`src/rtl/tenyr_serial_pkg.sv`:
```
// tenyr_serial_pkg: register offsets and STATUS/CONTROL bit positions for tenyr_serial_fifo.
package tenyr_serial_pkg;
    typedef enum logic [1:0] {
        REG_DATA   = 2'd0,
        REG_STATUS = 2'd1,
        REG_CTRL   = 2'd2
    } reg_e;
    localparam int ST_RX_NE   = 0;
    localparam int ST_TX_NF   = 1;
    localparam int ST_TX_OVF  = 2;
    localparam int ST_RX_UNF  = 3;
    localparam int ST_RX_CNT  = 8;
    localparam int ST_TX_CNT  = 16;
    localparam int CTRL_RX_IE = 0;
    localparam int CTRL_TX_IE = 1;
endpackage

```
`src/rtl/tenyr_serial_fifo_if.sv`:
```
// tenyr_serial_fifo_if: operand-bus and byte-stream signals of the serial device.
interface tenyr_serial_fifo_if #(parameter int DATA_W = 8);
    logic              enable;
    logic              rw;
    logic [31:0]       addr;
    logic [31:0]       wdata;
    logic [31:0]       rdata;
    logic              rdata_valid;
    logic [DATA_W-1:0] tx_data;
    logic              tx_valid;
    logic              tx_ready;
    logic [DATA_W-1:0] rx_data;
    logic              rx_valid;
    logic              rx_ready;
    logic              irq;
    modport master (
        output enable, rw, addr, wdata, tx_ready, rx_data, rx_valid,
        input  rdata, rdata_valid, tx_data, tx_valid, rx_ready, irq
    );
    modport slave (
        input  enable, rw, addr, wdata, tx_ready, rx_data, rx_valid,
        output rdata, rdata_valid, tx_data, tx_valid, rx_ready, irq
    );
endinterface

```
`src/rtl/tenyr_sync_fifo.sv`:
```
// tenyr_sync_fifo: single-clock FIFO with simultaneous push/pop, state updated on the falling edge.
module tenyr_sync_fifo #(
    parameter int DATA_W = 8,
    parameter int DEPTH = 16,
    localparam int CNT_W = $clog2(DEPTH) + 1
) (
    input  logic              clk,
    input  logic              rst,
    input  logic              push_i,
    input  logic              pop_i,
    input  logic [DATA_W-1:0] data_i,
    output logic [DATA_W-1:0] data_o,
    output logic              full_o,
    output logic              empty_o,
    output logic [CNT_W-1:0]  count_o
);
    logic [DATA_W-1:0] mem_q [DEPTH];
    logic [CNT_W-2:0] wr_q, rd_q;
    logic [CNT_W-1:0] cnt_q;
    logic do_push, do_pop;
    assign empty_o = cnt_q == '0;
    assign full_o = cnt_q == CNT_W'(DEPTH);
    assign do_pop = pop_i && !empty_o;
    // a pop frees the slot for a same-cycle push; an empty FIFO never forwards
    assign do_push = push_i && (!full_o || do_pop);
    assign data_o = mem_q[rd_q];
    assign count_o = cnt_q;
    always_ff @(negedge clk) begin
        if (rst) begin
            wr_q <= '0;
            rd_q <= '0;
            cnt_q <= '0;
        end else begin
            wr_q <= wr_q + (CNT_W-1)'(do_push);
            rd_q <= rd_q + (CNT_W-1)'(do_pop);
            cnt_q <= cnt_q + CNT_W'(do_push) - CNT_W'(do_pop);
        end
    end
    always_ff @(negedge clk) begin
        if (do_push) mem_q[wr_q] <= data_i;
    end
endmodule

```
`src/rtl/tenyr_serial_fifo.sv`:
```
// tenyr_serial_fifo: memory-mapped FIFO-buffered serial device on the tenyr operand bus.
// Define TENYR_SERIAL_IRQ_EN to build the CONTROL register and the interrupt output.
module tenyr_serial_fifo
    import tenyr_serial_pkg::*;
#(
    parameter logic [31:0] BASE = 32'd32,
    parameter int DATA_W = 8,
    parameter int DEPTH = 16,
    localparam int CNT_W = $clog2(DEPTH) + 1
) (
    input logic clk,
    input logic reset,
    tenyr_serial_fifo_if.slave bus
);
    logic [31:0] off, status, ctrl_rd, rd_val, rdata_q;
    reg_e sel;
    logic hit, rd, wr, wr_status, rdata_valid_q;
    logic tx_ovf_q, tx_ovf_d, rx_unf_q, rx_unf_d;
    logic tx_push, tx_pop, tx_full, tx_empty, rx_push, rx_pop, rx_full, rx_empty;
    logic [CNT_W-1:0] tx_cnt, rx_cnt;
    logic [DATA_W-1:0] rx_head;
    // unsigned offset makes addresses below BASE decode as out of range
    assign off = bus.addr - BASE;
    assign sel = reg_e'(off[1:0]);
    assign hit = bus.enable && off < 32'd3;
    assign rd = hit && !bus.rw;
    assign wr = hit && bus.rw;
    assign wr_status = wr && sel == REG_STATUS;
    assign tx_push = wr && sel == REG_DATA;
    assign tx_pop = !tx_empty && bus.tx_ready;
    assign rx_push = bus.rx_valid && !rx_full;
    assign rx_pop = rd && sel == REG_DATA;
    tenyr_sync_fifo #(.DATA_W(DATA_W), .DEPTH(DEPTH)) u_tx (
        .clk(clk), .rst(reset), .push_i(tx_push), .pop_i(tx_pop),
        .data_i(bus.wdata[DATA_W-1:0]), .data_o(bus.tx_data),
        .full_o(tx_full), .empty_o(tx_empty), .count_o(tx_cnt)
    );
    tenyr_sync_fifo #(.DATA_W(DATA_W), .DEPTH(DEPTH)) u_rx (
        .clk(clk), .rst(reset), .push_i(rx_push), .pop_i(rx_pop),
        .data_i(bus.rx_data), .data_o(rx_head),
        .full_o(rx_full), .empty_o(rx_empty), .count_o(rx_cnt)
    );
    assign tx_ovf_d = (tx_push && tx_full && !tx_pop) || (tx_ovf_q && !(wr_status && bus.wdata[ST_TX_OVF]));
    assign rx_unf_d = (rx_pop && rx_empty) || (rx_unf_q && !(wr_status && bus.wdata[ST_RX_UNF]));
    always_comb begin
        status = '0;
        status[ST_RX_NE] = !rx_empty;
        status[ST_TX_NF] = !tx_full;
        status[ST_TX_OVF] = tx_ovf_q;
        status[ST_RX_UNF] = rx_unf_q;
        status[ST_RX_CNT +: 8] = 8'(rx_cnt);
        status[ST_TX_CNT +: 8] = 8'(tx_cnt);
    end
    assign rd_val = sel == REG_DATA ? (rx_empty ? '0 : 32'(rx_head)) :
                    sel == REG_STATUS ? status : ctrl_rd;
    always_ff @(negedge clk) begin
        if (reset) begin
            rdata_q <= '0;
            rdata_valid_q <= 1'b0;
            tx_ovf_q <= 1'b0;
            rx_unf_q <= 1'b0;
        end else begin
            rdata_q <= rd ? rd_val : '0;
            rdata_valid_q <= rd;
            tx_ovf_q <= tx_ovf_d;
            rx_unf_q <= rx_unf_d;
        end
    end
    assign bus.rdata = rdata_q;
    assign bus.rdata_valid = rdata_valid_q;
    assign bus.tx_valid = !tx_empty;
    assign bus.rx_ready = !rx_full;
`ifdef TENYR_SERIAL_IRQ_EN
    logic [1:0] ctrl_q, ctrl_d;
    logic irq_q;
    logic [CNT_W-1:0] rx_cnt_d, tx_cnt_d;
    assign ctrl_d = (wr && sel == REG_CTRL) ? bus.wdata[1:0] : ctrl_q;
    // irq tracks the post-edge FIFO state so it follows a push/pop with no extra cycle
    assign rx_cnt_d = rx_cnt + CNT_W'(rx_push) - CNT_W'(rx_pop && !rx_empty);
    assign tx_cnt_d = tx_cnt + CNT_W'(tx_push && (!tx_full || tx_pop)) - CNT_W'(tx_pop);
    always_ff @(negedge clk) begin
        if (reset) begin
            ctrl_q <= '0;
            irq_q <= 1'b0;
        end else begin
            ctrl_q <= ctrl_d;
            irq_q <= (ctrl_d[CTRL_RX_IE] && rx_cnt_d != '0) || (ctrl_d[CTRL_TX_IE] && tx_cnt_d == '0);
        end
    end
    assign ctrl_rd = 32'(ctrl_q);
    assign bus.irq = irq_q;
`else
    assign ctrl_rd = '0;
    assign bus.irq = 1'b0;
`endif
endmodule

```
`src/flat_wrapper.sv`:
```
// flat-port wrapper written by rule: the top's interface ports become plain ports
module tenyr_serial_fifo_flat import tenyr_serial_pkg::*;
#(
    parameter logic [31:0] BASE = 32'd32,
    parameter int DATA_W = 8,
    parameter int DEPTH = 16,
    localparam int CNT_W = $clog2(DEPTH) + 1
)
  (clk, reset, bus_enable, bus_rw, bus_addr, bus_wdata, bus_tx_ready, bus_rx_data, bus_rx_valid, bus_rdata, bus_rdata_valid, bus_tx_data, bus_tx_valid, bus_rx_ready, bus_irq);
  tenyr_serial_fifo_if #(.DATA_W(DATA_W)) bus_i ();
  input logic clk;
  input logic reset;
  input wire logic [$bits(bus_i.enable)-1:0] bus_enable;
  input wire logic [$bits(bus_i.rw)-1:0] bus_rw;
  input wire logic [$bits(bus_i.addr)-1:0] bus_addr;
  input wire logic [$bits(bus_i.wdata)-1:0] bus_wdata;
  input wire logic [$bits(bus_i.tx_ready)-1:0] bus_tx_ready;
  input wire logic [$bits(bus_i.rx_data)-1:0] bus_rx_data;
  input wire logic [$bits(bus_i.rx_valid)-1:0] bus_rx_valid;
  output wire logic [$bits(bus_i.rdata)-1:0] bus_rdata;
  output wire logic [$bits(bus_i.rdata_valid)-1:0] bus_rdata_valid;
  output wire logic [$bits(bus_i.tx_data)-1:0] bus_tx_data;
  output wire logic [$bits(bus_i.tx_valid)-1:0] bus_tx_valid;
  output wire logic [$bits(bus_i.rx_ready)-1:0] bus_rx_ready;
  output wire logic [$bits(bus_i.irq)-1:0] bus_irq;
  assign bus_i.enable = bus_enable;
  assign bus_i.rw = bus_rw;
  assign bus_i.addr = bus_addr;
  assign bus_i.wdata = bus_wdata;
  assign bus_i.tx_ready = bus_tx_ready;
  assign bus_i.rx_data = bus_rx_data;
  assign bus_i.rx_valid = bus_rx_valid;
  assign bus_rdata = bus_i.rdata;
  assign bus_rdata_valid = bus_i.rdata_valid;
  assign bus_tx_data = bus_i.tx_data;
  assign bus_tx_valid = bus_i.tx_valid;
  assign bus_rx_ready = bus_i.rx_ready;
  assign bus_irq = bus_i.irq;
  tenyr_serial_fifo #(.BASE(BASE), .DATA_W(DATA_W), .DEPTH(DEPTH)) u_core (.clk(clk), .reset(reset), .bus(bus_i));
endmodule
```
`config.mk`:
```
export PLATFORM = sky130hd
export DESIGN_NAME = tenyr_serial_fifo_flat
export DESIGN_NICKNAME = d
export VERILOG_FILES = /design/src/rtl/tenyr_serial_pkg.sv /design/src/rtl/tenyr_serial_fifo_if.sv /design/src/rtl/tenyr_sync_fifo.sv /design/src/rtl/tenyr_serial_fifo.sv /design/src/flat_wrapper.sv
export SDC_FILE = /design/constraint.sdc
export NUM_CORES = 1
export LEC_CHECK = 0
export BUFFER_PORTS_ARGS = -buffer_cell sky130_fd_sc_hd__buf_2
export CAP_MARGIN = 30
export CORE_ASPECT_RATIO = 0.9
export CORE_UTILIZATION = 47
export CTS_CLUSTER_SIZE = 12
export DETAILED_ROUTE_END_ITERATION = 8
export PLACE_DENSITY_LB_ADDON = 0.05
export SYNTH_ARGS = -nofsm -noshare
export SYNTH_HDL_FRONTEND = slang
export SYNTH_SLANG_ARGS = --single-unit
```
`constraint.sdc`:
```
create_clock -name clk -period 7.47 [get_ports clk]
set_input_delay 0.747 -clock clk [delete_from_list [all_inputs] [get_ports clk]]
set_output_delay 0.747 -clock clk [all_outputs]
set_load 0.05 [all_outputs]
```
==> flow_summary.yaml <==
clocking:
  clock_latency_ps: 580
  clock_sinks: 303
  numCtsBuffers: 34
  clockRootBuffer: "clkbuf_16"
  path_clk_slew_ps: 50
  cts.htree.levels: 2
  cts_tree: "yes"
  max-clock-path-buffers: 3
  hold_buffers: 0
die:
  design.core.area_um2: 25400
  rows: 55
  die_w_um: 172
  die_h_um: 155
  ios: 122
  die-area_um2: 26800
  start_util: 0.483
sta:
  fin_skew_ps: 35.3
  slew_headroom: 0.405
  finalHoldViolCount: 0
  rsz0062_at_grt: "true"
  worst_pin_slew_ps: 892
  final_max_slew_viol_count: 0
  fin_hold_ws_ps: 482
  worst_slack_ps: -157
  setup-violations-final: 2
setup_path:
  timing.rr.end: "u_core.u_tx.count_o[4]"
  crit_path_end_kind: "flop"
  required_ps: 4230
  rrSetupSlack_ps: 4660
  reg2regPathDepth: 14
  slowest_delay_ps: 530
  crit_start: "bus_addr[22]"
  cp_cell_sequence: "buf_6, or4_4, or3_4, nor4_4, xor2_1, a2111oi_4, buf_4, buf_4, buf_6, nand3_4, ha_4, inv_2, ha_4, fa_2, a21oi_2, nor2_1, or3_1, a21oi_2"
  crit_arrival_ps: 4390
  cp_max_fo: 2
  slowest_stage: "or4_4"
  crit_type: "in -> reg"
  startpoint_type: "input port"
  rr_startpoint: "u_core.u_tx.count_o[2]"
pwr:
  irDropWorstVdd_mv: 0.305
  power_density_nw_per_um2: 306
  p_total_mw: 4.91
  p_leak_nw: 6.70
global_route:
  grt_pass1_vias: 8685
  gr-total-overflow: 0
  grt_max_degree: 34
  gr-usage-all-layers: 0.215
  grt_pass1_wl_um: 42500
  antenna_found_initial: 0
run_status:
  outcome: "finished, violations left"
  failed_checks: "setup timing"
hold_path:
  hold_depth: 2
  min_to: "u_core.bus.rdata[18]"
  hold_class: "reg -> reg"
  holdCritStartpoint: "u_core.u_tx.count_o[2]"
synth:
  async_flop_share: 0
  synth_compound_area_frac: 0.0158
  yosysWarnings: 0
  synthesis.area_um2: 12300
  synth_flop_cell: "edfxtp_1"
  syn-mean-instance-area_um2: 17.8
  synthAdderAreaFrac: 0.0247
  synth_xor_area_frac: 0.0121
  synth.distinct_cells: 48
  synth_top_family_by_area: "multiplexers"
  ys_ff_latch: 303
  ys_seq_area_frac: 0.703
  synth-simple-area-share: 0.0732
  muxShareOfSynthArea: 0.147
  synth_cells: 688
  synth-edff-count: 256
cells_and_area:
  finish.net_count: 1260
  diodes: 0
  fin_cells: 1522
  post-route-util: 0.632
  final_cell_mix: "321 x inv_1, 256 x edfxtp_1, 81 x buf_2, 80 x mux4_2, 79 x buf_4"
  drive_gt1_frac: 0.289
  final_common_cell: "inv_1"
  syn_to_final_growth_pct: 30.8
route:
  post_drt_wl_per_cell_um: 18.3
  wl_um: 27800
  vias: 7913
  vias_per_cell: 5.20
  drc: 0
  drt-initial-drc-count: 485
  antenna_left: 0
  drtPass1Iterations: 5
placement:
  gp_congestion: 0.810
  dp_hpwl_um: 17300
  place_inst: 1160
  place_ws_ps: -733
  portBuffers: 82
run:
  max_cap_viol_count: 0
-- cell type report --
cell class / instances / area [um2]
Inverter: 15 / 56.3
Multi-Input combinational cell: 337 / 3620
Sequential cell: 303 / 8630
Fill cell: 1943 / 9350
Tap cell: 342 / 428
Timing Repair Buffer: 165 / 1060
Clock inverter: 325 / 1370
Clock buffer: 35 / 876
-- synth_stat cells, drive strengths merged (9+ instances only) --
library cell	number	area share
nand3	23	0.010
mux4	80	0.15
nor3	20	0.0082
inv	16	0.0049
nand2	20	0.0063
nor2b	13	0.0066
xnor2	9	0.0064
dfxtp	47	0.077
clkbuf	18	0.0056
edfxtp	256	0.63
nor4	12	0.0066
ha	21	0.021
buf	28	0.013
nor2	56	0.017
-- timing repair --
item,in CTS,in global routing
cloned,0,0
resized for setup,4,10
setup endpoints to repair,2,5
setup buffers,1,2
pin swaps,7,2
-- flip-flops by register name, indices dropped and copies added, names as in the netlist --
name / count
u_core.u_rx.wr_q: 4
u_core.u_tx.count_o: 5
u_core.u_rx.rd_q: 4
u_core.u_tx.rd_q: 4
u_core.rx_unf_q: 1
u_core.bus.rdata_valid: 1
u_core.u_tx.wr_q: 4
u_core.u_rx.mem_q: 128
u_core.bus.rdata: 18
u_core.u_rx.count_o: 5
u_core.tx_ovf_q: 1
u_core.u_tx.mem_q: 128
-- report_power, final --
| part | switching, mW | internal (mW) | leakage (nW) |
|---|---|---|---|
| sequential | 0.0324 | 1.89 | 2.69 |
| combinational | 0.392 | 0.305 | 1.86 |
| clock | 1.05 | 1.24 | 2.15 |
| total | 1.48 | 3.43 | 6.70 |
-- cell families (layout without fill, tap and decap cells) --
| logic type | Yosys count | after routing |
|---|---|---|
| flip-flops | 303 | 303 |
| AND/OR/NAND/NOR | 175 | 175 |
| multiplexers | 80 | 80 |
| buffers and inverters | 62 | 540 |
| AO/OA/AOI/OAI | 27 | 27 |
| adder cells (fa/ha/maj) | 23 | 23 |
| XOR/XNOR | 17 | 17 |
| other | 1 | 15 |
-- metrics by stage --
stage | area (um2) | setup TNS, ps
after floorplan | 12500 | -1880
after global placement | 13700 | -17920
after detailed placement | 13700 | -25150
after CTS | 16000 | -144
after global routing | 16000 | -455
final | 16000 | -311
-- worst max path at each step --
stage	to	slack, ps	depth (start not counted)
final	u_core.u_tx.count_o[4]	-160	18
after CTS	u_core.u_rx.count_o[4]	-100	17
after global routing	u_core.u_rx.count_o[4]	-240	17
after global placement	u_core.u_rx.count_o[4]	-680	17
after detailed placement	u_core.u_tx.count_o[4]	-730	17
after floorplan	u_core.u_rx.count_o[4]	-510	15
-- worst max-delay path, delay by kind of cell --
kind            cells  cell delay [ps]
compound gates      3              550
simple gates        6             1600
fa+ha+maj           3              800
buf+inv             5              550
xor+xnor            1              140
-- routing by layer --
| metal | wire length, um | track usage | part of all wire | vias to the layer above |
|---|---|---|---|---|
| met3 | 2030 | 0.0794 | 0.073 | 53 |
| met5 | 0 | 0 | 0 | - |
| met2 | 13200 | 0.322 | 0.48 | 302 |
| met1 | 12000 | 0.276 | 0.43 | 3921 |
| li1 | - | - | - | 3637 |
| met4 | 503 | 0.105 | 0.018 | 0 |
(Power assumes the default switching activity.)
